--- config.mk ---
export PLATFORM = sky130hd
export DESIGN_NAME = mem_access_unit
export DESIGN_NICKNAME = d
export VERILOG_FILES = /design/src/rtl/mem_access_pkg.sv /design/src/rtl/mem_timeout_ctr.sv /design/src/rtl/mem_access_unit.sv
export SDC_FILE = /design/constraint.sdc
export NUM_CORES = 1
export LEC_CHECK = 0
export ABC_AREA = 1
export CAP_MARGIN = 20
export CORE_MARGIN = 2
export CORE_UTILIZATION = 37
export DETAILED_ROUTE_END_ITERATION = 10
export HOLD_SLACK_MARGIN = 0.12
export PLACE_DENSITY = 0.77
export SYNTH_ARGS = -nofsm -noshare
export SYNTH_HDL_FRONTEND = slang
export SYNTH_SLANG_ARGS = --single-unit
--- constraint.sdc ---
create_clock -name clk -period 1.42 [get_ports clk]
set_input_delay 0.355 -clock clk [delete_from_list [all_inputs] [get_ports clk]]
set_output_delay 0.355 -clock clk [all_outputs]
set_load 0.03 [all_outputs]
--- src/rtl/mem_access_pkg.sv ---
// Shared types for the load/store engine: FSM states, op decode and default widths.
package mem_access_pkg;

    localparam int DATA_W_DEF  = 32;
    localparam int ADDR_W_DEF  = 32;
    localparam int TIMEOUT_DEF = 16;

    typedef enum logic [1:0] {
        IDLE   = 2'd0,
        ACCESS = 2'd1,
        DONE   = 2'd2
    } state_e;

    // {ldr, str} taken directly as the op code
    typedef enum logic [1:0] {
        OP_ALU = 2'b00,
        OP_STR = 2'b01,
        OP_LDR = 2'b10,
        OP_BAD = 2'b11
    } op_e;

    function automatic op_e decode_op(input logic ldr, input logic str);
        return op_e'({ldr, str});
    endfunction

endpackage

--- src/rtl/mem_timeout_ctr.sv ---
// Clear/enable cycle counter; limit is high during the TIMEOUT-th enabled cycle so the
// RAM request stays up for exactly TIMEOUT cycles before an abort.
module mem_timeout_ctr
    import mem_access_pkg::*;
#(
    parameter int TIMEOUT = TIMEOUT_DEF
) (
    input  logic clk,
    input  logic rst_n,
    input  logic clear,
    input  logic en,
    output logic limit
);

    localparam int CW = $clog2(TIMEOUT + 1);

    logic [CW-1:0] cnt_q, cnt_d;

    assign limit = en && (cnt_q == CW'(TIMEOUT - 1));

    always_comb begin
        cnt_d = cnt_q;
        if (clear)
            cnt_d = '0;
        else if (en && !limit)
            cnt_d = cnt_q + 1'b1;
    end

    always_ff @(posedge clk or negedge rst_n) begin
        if (!rst_n) cnt_q <= '0;
        else        cnt_q <= cnt_d;
    end

endmodule

--- src/rtl/mem_access_unit.sv ---
// Load/store engine between execute and data RAM with write-back select and timeout abort.
// Optional byte lanes (byte_op / ram_be) are enabled with MEM_BYTE_ACCESS_EN.
module mem_access_unit
    import mem_access_pkg::*;
#(
    parameter int DATA_W  = DATA_W_DEF,
    parameter int ADDR_W  = ADDR_W_DEF,
    parameter int TIMEOUT = TIMEOUT_DEF
) (
    input  logic              clk,
    input  logic              rst_n,
    input  logic              start,
    input  logic              ldr,
    input  logic              str,
    input  logic [ADDR_W-1:0] addr,
    input  logic [DATA_W-1:0] store_data,
`ifdef MEM_BYTE_ACCESS_EN
    input  logic              byte_op,
    output logic [DATA_W/8-1:0] ram_be,
`endif
    output logic              busy,
    output logic              done,
    output logic              err,
    output logic              wb_sel,
    output logic [DATA_W-1:0] load_data,
    output logic              ram_req,
    output logic              ram_we,
    output logic [ADDR_W-1:0] ram_addr,
    output logic [DATA_W-1:0] ram_wdata,
    input  logic [DATA_W-1:0] ram_rdata,
    input  logic              ram_ack
);

    localparam int BE_W  = DATA_W / 8;
    localparam int OFF_W = $clog2(BE_W);

    state_e state_q, state_d;
    op_e    op;
    logic   limit;
    logic   is_mem;

    logic              ram_we_q, ram_we_d;
    logic [ADDR_W-1:0] ram_addr_q, ram_addr_d;
    logic [DATA_W-1:0] ram_wdata_q, ram_wdata_d;
    logic [DATA_W-1:0] load_data_q, load_data_d;
    logic              err_q, err_d;
    logic              wb_sel_q, wb_sel_d;
    logic [DATA_W-1:0] rdata_sel;

    assign op     = decode_op(ldr, str);
    assign is_mem = (op == OP_LDR) || (op == OP_STR);

    mem_timeout_ctr #(.TIMEOUT(TIMEOUT)) u_tmo (
        .clk   (clk),
        .rst_n (rst_n),
        .clear (state_q == IDLE),
        .en    (state_q == ACCESS),
        .limit (limit)
    );

`ifdef MEM_BYTE_ACCESS_EN
    logic [BE_W-1:0][7:0] rdata_bytes;
    logic                 byte_q, byte_d;
    logic [BE_W-1:0]      be_q, be_d;

    assign rdata_bytes = ram_rdata;
    assign rdata_sel   = byte_q ? {{(DATA_W-8){1'b0}}, rdata_bytes[ram_addr_q[OFF_W-1:0]]}
                                : ram_rdata;
    assign ram_be      = be_q;
`else
    assign rdata_sel   = ram_rdata;
`endif

    always_ff @(posedge clk or negedge rst_n) begin
        if (!rst_n) state_q <= IDLE;
        else        state_q <= state_d;
    end

    always_comb begin
        state_d = state_q;
        case (state_q)
            IDLE:    if (start) state_d = is_mem ? ACCESS : DONE;
            ACCESS:  if (ram_ack || limit) state_d = DONE;
            default: state_d = IDLE;
        endcase
    end

    always_comb begin
        busy    = (state_q == ACCESS);
        ram_req = (state_q == ACCESS);
        done    = (state_q == DONE);
    end

    // err/wb_sel are set only on the edge into DONE, so they live exactly one cycle
    always_comb begin
        ram_we_d    = ram_we_q;
        ram_addr_d  = ram_addr_q;
        ram_wdata_d = ram_wdata_q;
        load_data_d = load_data_q;
        err_d       = 1'b0;
        wb_sel_d    = 1'b0;
`ifdef MEM_BYTE_ACCESS_EN
        byte_d      = byte_q;
        be_d        = be_q;
`endif
        if (state_q == IDLE && start) begin
            err_d = (op == OP_BAD);
            if (is_mem) begin
                ram_we_d = (op == OP_STR);
`ifdef MEM_BYTE_ACCESS_EN
                byte_d      = byte_op;
                ram_addr_d  = addr;
                be_d        = byte_op ? ({{(BE_W-1){1'b0}}, 1'b1} << addr[OFF_W-1:0]) : '1;
                ram_wdata_d = byte_op ? {BE_W{store_data[7:0]}} : store_data;
`else
                ram_addr_d  = addr & ~ADDR_W'(BE_W - 1);
                ram_wdata_d = store_data;
`endif
            end
        end
        if (state_q == ACCESS) begin
            if (ram_ack) begin
                wb_sel_d = !ram_we_q;
                if (!ram_we_q) load_data_d = rdata_sel;
            end else if (limit) begin
                err_d = 1'b1;
            end
        end
    end

    always_ff @(posedge clk or negedge rst_n) begin
        if (!rst_n) begin
            ram_we_q    <= 1'b0;
            ram_addr_q  <= '0;
            ram_wdata_q <= '0;
            load_data_q <= '0;
            err_q       <= 1'b0;
            wb_sel_q    <= 1'b0;
`ifdef MEM_BYTE_ACCESS_EN
            byte_q      <= 1'b0;
            be_q        <= '0;
`endif
        end else begin
            ram_we_q    <= ram_we_d;
            ram_addr_q  <= ram_addr_d;
            ram_wdata_q <= ram_wdata_d;
            load_data_q <= load_data_d;
            err_q       <= err_d;
            wb_sel_q    <= wb_sel_d;
`ifdef MEM_BYTE_ACCESS_EN
            byte_q      <= byte_d;
            be_q        <= be_d;
`endif
        end
    end

    assign ram_we    = ram_we_q;
    assign ram_addr  = ram_addr_q;
    assign ram_wdata = ram_wdata_q;
    assign load_data = load_data_q;
    assign err       = err_q;
    assign wb_sel    = wb_sel_q;

endmodule
# After elaboration in Yosys (flattened, before gate mapping)
# Cells that the tools add are included.
dict set report op_classes {
  muxes 12
  bitwise 1
  reduce_logical 12
  n_eq_ne 8
  addsub 1
}
# operator count
set op_table {}
lappend op_table {{$mux 5} 2}
lappend op_table {{$eq 2x2->1 const B} 3}
lappend op_table {{$mux 1} 6}
lappend op_table {{$mux 2} 3}
lappend op_table {{$add 5x1->5 const B} 1}
lappend op_table {{$eq 5x4->1 const B} 1}
lappend op_table {{$eq 2x1->1 const B} 2}
lappend op_table {{$ne 2x2->1 const B} 2}
lappend op_table {{$pmux 2 s2} 1}
lappend op_table {{$reduce_and 2->1} 2}
lappend op_table {{$logic_and 1x1->1} 3}
lappend op_table {{$reduce_and 3->1} 1}
lappend op_table {{$logic_not 1->1} 2}
lappend op_table {{$logic_not 2->1} 1}
lappend op_table {{$logic_or 1x1->1} 2}
lappend op_table {{$reduce_bool 2->1} 1}
lappend op_table {{$not 1->1} 1}
dict set report word_totals {
  elab_cells 42
  inputBits 102
  ff_bits 104
}

# Longest topological paths before layout
dict set report depth {
  depth_word 6
  depth_mapped 9
  mapped_depth_nobuf 9
}

# Hierarchy
# From an unflattened synthesis, not the netlist that was laid out.
dict set report hier_totals {
  hier_cells 486
  hier_area_um2 4451.8
}
# module area_each_um2 instances cells_each seq_area_each_um2
set by_module_without_submodules {}
lappend by_module_without_submodules {mem_access_unit 4176.5 1 448 2477.4}
lappend by_module_without_submodules {mem_timeout_ctr 275.3 1 38 125.1}

# Worst setup path after synthesis
# No wires, ideal clock.
dict set report synth_path {
  path_type {register -> register}
  from {register u_tmo.cnt_q[0]}
  to {register u_tmo.cnt_q[3]}
  period_less_slack_ns 1.427
  setup_ns 0.122
  path_buffers 0
  arrival_ns 1.305
  required_time_ns 1.298
  slack_ns -0.007
  path_stages_with_launch 9
  cell_sequence {dfrtp_1 > ha_1 > nand2_1 > nor2_1 > ha_1 > inv_1 > nand3_1 > nor3_1 > nor2_1}
}
dict set report synth_between {
  elab_chain_len 5
  word_cells_on_any_way 8
  classes_between {add/sub (1); eq/ne (1); mux (2); reduce/logical (4)}
}
# item line_no
set synth_lines {}
lappend synth_lines {{start: declaration} mem_timeout_ctr.sv:17} ;# logic [CW-1:0] cnt_q, cnt_d;
lappend synth_lines {{start signal: assignment} mem_timeout_ctr.sv:31} ;# else cnt_q <= cnt_d;
lappend synth_lines {{branches (longest 5 deep; another with $add 5x1->5)} n/a}
# Several ways; the timed one is not identified. The select of a mux whose other input is x is not followed.
# A chain may end at the register's enable or synchronous reset.

# Worst setup path after layout
dict set report layout_path {
  from {register state_q[0]}
  to {output done}
}
dict set report layout_between {
  elab_chain_len 1
}
# item line_no
set layout_lines {}
lappend layout_lines {{start: declaration} mem_access_unit.sv:37} ;# state_e state_q, state_d;
lappend layout_lines {{start signal: assignment} mem_access_unit.sv:76} ;# else state_q <= state_d;
lappend layout_lines {{$eq 2x2->1} mem_access_unit.sv:91} ;# done = (state_q == DONE);
lappend layout_lines {{end: declaration} mem_access_unit.sv:22} ;# output logic done,
# Every way passes these cells.

==> results.toml <==
[logic_synthesis]
synth_cell_types = 28
synth_area_leaders = "dfrtp_1 (62%), nand2_1 (15%), inv_1 (6.5%)"
synth_seq_cells = 104
synthCells = 458
yosysWarnings = 0
mappedNetlistArea_um2 = 4200
yosysSeqAreaShare = 0.619
yosys.area.top_type = "dfrtp_1"
yosys.area.top_type_share = 0.619
synth_area_per_cell_um2 = 9.17

[cts]
worstSkewPairLatency_ns = 0.34
clk_pin_slew_worst_paths_ns = 0.07
cts_buffers = 9
cts_root_buf = "clkbuf_16"
cts_tree = "yes"
cts_buffer_depth = 2
cts_sinks = 104
h-tree-depth = 3

[routing]
wl_per_cell_um = 16.7
ant_nets = 0
vias = 3964
first_pass_iters = 4
drc = 0
drtIter0Drc = 127
wl_mm = 14.1
via_per_inst = 4.70

[worst_setup_path]
worstPathArrival_ns = 1.13
crit_required_ns = 1.07
critPathLaunchType = "flop"
crit_start = "state_q[0]$_DFFE_PN0P_"
crit_path_end_kind = "output port"
cp_max_fo = 2
r2r-start = "state_q[1]$_DFFE_PN0P_"
timing_worst_setup_path_type = "reg -> out"

[power_and_ir_drop]
cellPowerDensity_nw_per_um2 = 2170
ir_worst_vdd_uv = 1030
p_leak_uw = 0.00392

[run]
drv_cap = 0

[place]
place_hpwl_mm = 8.30
dp_slack_ns = -0.506
gp_congestion = 0.796
port_buffers = 199

[sta]
fin_crit_sh = 1.05
fin_crit_ns = 1.49
rsz0062_at_grt = "true"
skew_ns = 0.00401
slew_violations = 0
setup_tns_ns = -0.981
finalSetupViolCount = 50
layout_setup_ws_ns = -0.0665
finalHoldViolCount = 0
fmax_mhz = 673

[global_route]
grt_max_degree = 51
first_global_vias = 4119
grtUsageTotal = 0.210
grt_pass1_wl_mm = 20.6
gr-total-overflow = 0
antenna_found_initial = 0

[finish]
drive_above_1_share = 0.391
final_cell_mix = "nand2_1 (119), dfrtp_1 (103), clkdlybuf4s50_1 (96)"
nets = 806
syn2layout_area_growth_pct = 88.0
diodes = 0
final_common_cell = "nand2_1"

[floorplan]
start_util = 0.383
core_region_area_um2 = 11000
die-area_um2 = 12200
io_pins = 204
die_h_um = 111
rows = 38
die_x_um = 111

[run_status]
status = "finished with violations"
violations = "setup timing"

[worst_hold_path]
hold_path_class = "in -> async"
[worst max-delay path, cell delays in order (launching register included)]
cell     delay (ns)
dfrtp_2        0.42
buf_6          0.13
nor2_2         0.10
buf_6          0.14
[Yosys cell counts]
| cell type | instances |
|---|---|
| nand2_1 | 164 |
| or2_2 | 1 |
| inv_1 | 73 |
| buf_2 | 7 |
| o21ai_1 | 26 |
| ha_1 | 4 |
| nand2_2 | 1 |
| o31ai_1 | 2 |
| inv_4 | 1 |
| o21ai_0 | 35 |
| clkbuf_2 | 1 |
| mux2i_1 | 1 |
| a21oi_1 | 1 |
| dfrtp_1 | 104 |
| inv_2 | 1 |
| nor2_4 | 1 |
| a31oi_1 | 1 |
| nand3b_4 | 1 |
| nand3_1 | 4 |
| conb_1 | 1 |
| clkbuf_1 | 4 |
| buf_6 | 7 |
| buf_4 | 3 |
| o22ai_1 | 1 |
| nor3_1 | 1 |
| o21ai_2 | 4 |
| nor2_1 | 7 |
| nand2_4 | 1 |
[flip-flops by register name, indices dropped and copies added (netlist names)]
name / flops
state_q: 2
u_tmo.cnt_q: 5
ram_wdata: 32
err: 1
wb_sel: 1
ram_we: 1
load_data: 32
ram_addr: 30
[cells by family after synthesis]
logic type,after synthesis,synth area share
AOI/OAI and AO/OA,70,0.0887
buffers and inverters,97,0.105
muxes,1,0.00238
and+or+nand+nor,181,0.172
other,1,0.000893
DFF,104,0.619
adders and majority gates,4,0.0119
[timing repair]
item,4_1_cts,5_1_grt
cloned,11,7
hold endpoints to repair,12,0
pin swaps,5,8
hold buffers,1,0
buffers inserted,11,10
setup endpoints to repair,154,112
resized for setup,292,149
[routing by layer]
layer	GRT usage	part of all wire	up-vias
li1	-	-	1868
met2	0.391	0.54	139
met1	0.240	0.39	1925
met4	0.0825	0.029	0
met3	0.0357	0.039	32
met5	0	0	-
[through the flow]
| step | util | cell area [um2] | hold slack [ns] | total power (uW) | cells |
|---|---|---|---|---|---|
| 3_3_place_gp | 0.588 | 6460 | 0.221 | 13100 | 791 |
| 4_1_cts | 0.672 | 7390 | 0.413 | 16200 | 828 |
| 5_1_grt | 0.719 | 7900 | 0.436 | 17900 | 843 |
| 2_1_floorplan | - | 4210 | 0.0594 | 9360 | 459 |
| 3_5_place_dp | 0.588 | 6460 | 0.222 | 13300 | 791 |
| 6_report | 0.719 | 7900 | 0.435 | 17100 | 843 |
[layout make-up]
class                           count  area [um2]
Clock buffer                       11         253
Clock inverter                      3        42.5
Fill cell                         761        3080
Inverter                           75         292
Multi-Input combinational cell    259        1630
Sequential cell                   104        2600
Tap cell                          140         175
Timing Repair Buffer              251        2910
[power by group]
group	total, uW	switching [uW]	internal [uW]	leakage [uW]
registers	5430	1080	4350	0.00130
logic	9230	5260	3970	0.00247
clock network	2470	1030	1440	0.000143
total	17100	7370	9760	0.00392
[final timing paths]
| kind | endpoint | slack (ns) | cells after the start |
|---|---|---|---|
| min | ram_wdata[12]$_DFFE_PN0P_ | 0.44 | 2 |
| max | done | -0.07 | 3 |
| max in group asynchronous | load_data[20]$_DFFE_PN0P_ | 0.46 | 3 |
| min in group clk | load_data[0]$_DFFE_PN0P_ | 0.48 | 2 |
| max reg2reg | ram_wdata[15]$_DFFE_PN0P_ | -0.05 | 7 |
| min reg2reg | load_data[0]$_DFFE_PN0P_ | 0.48 | 2 |
Note: power is estimated with default switching activity, not from simulation.
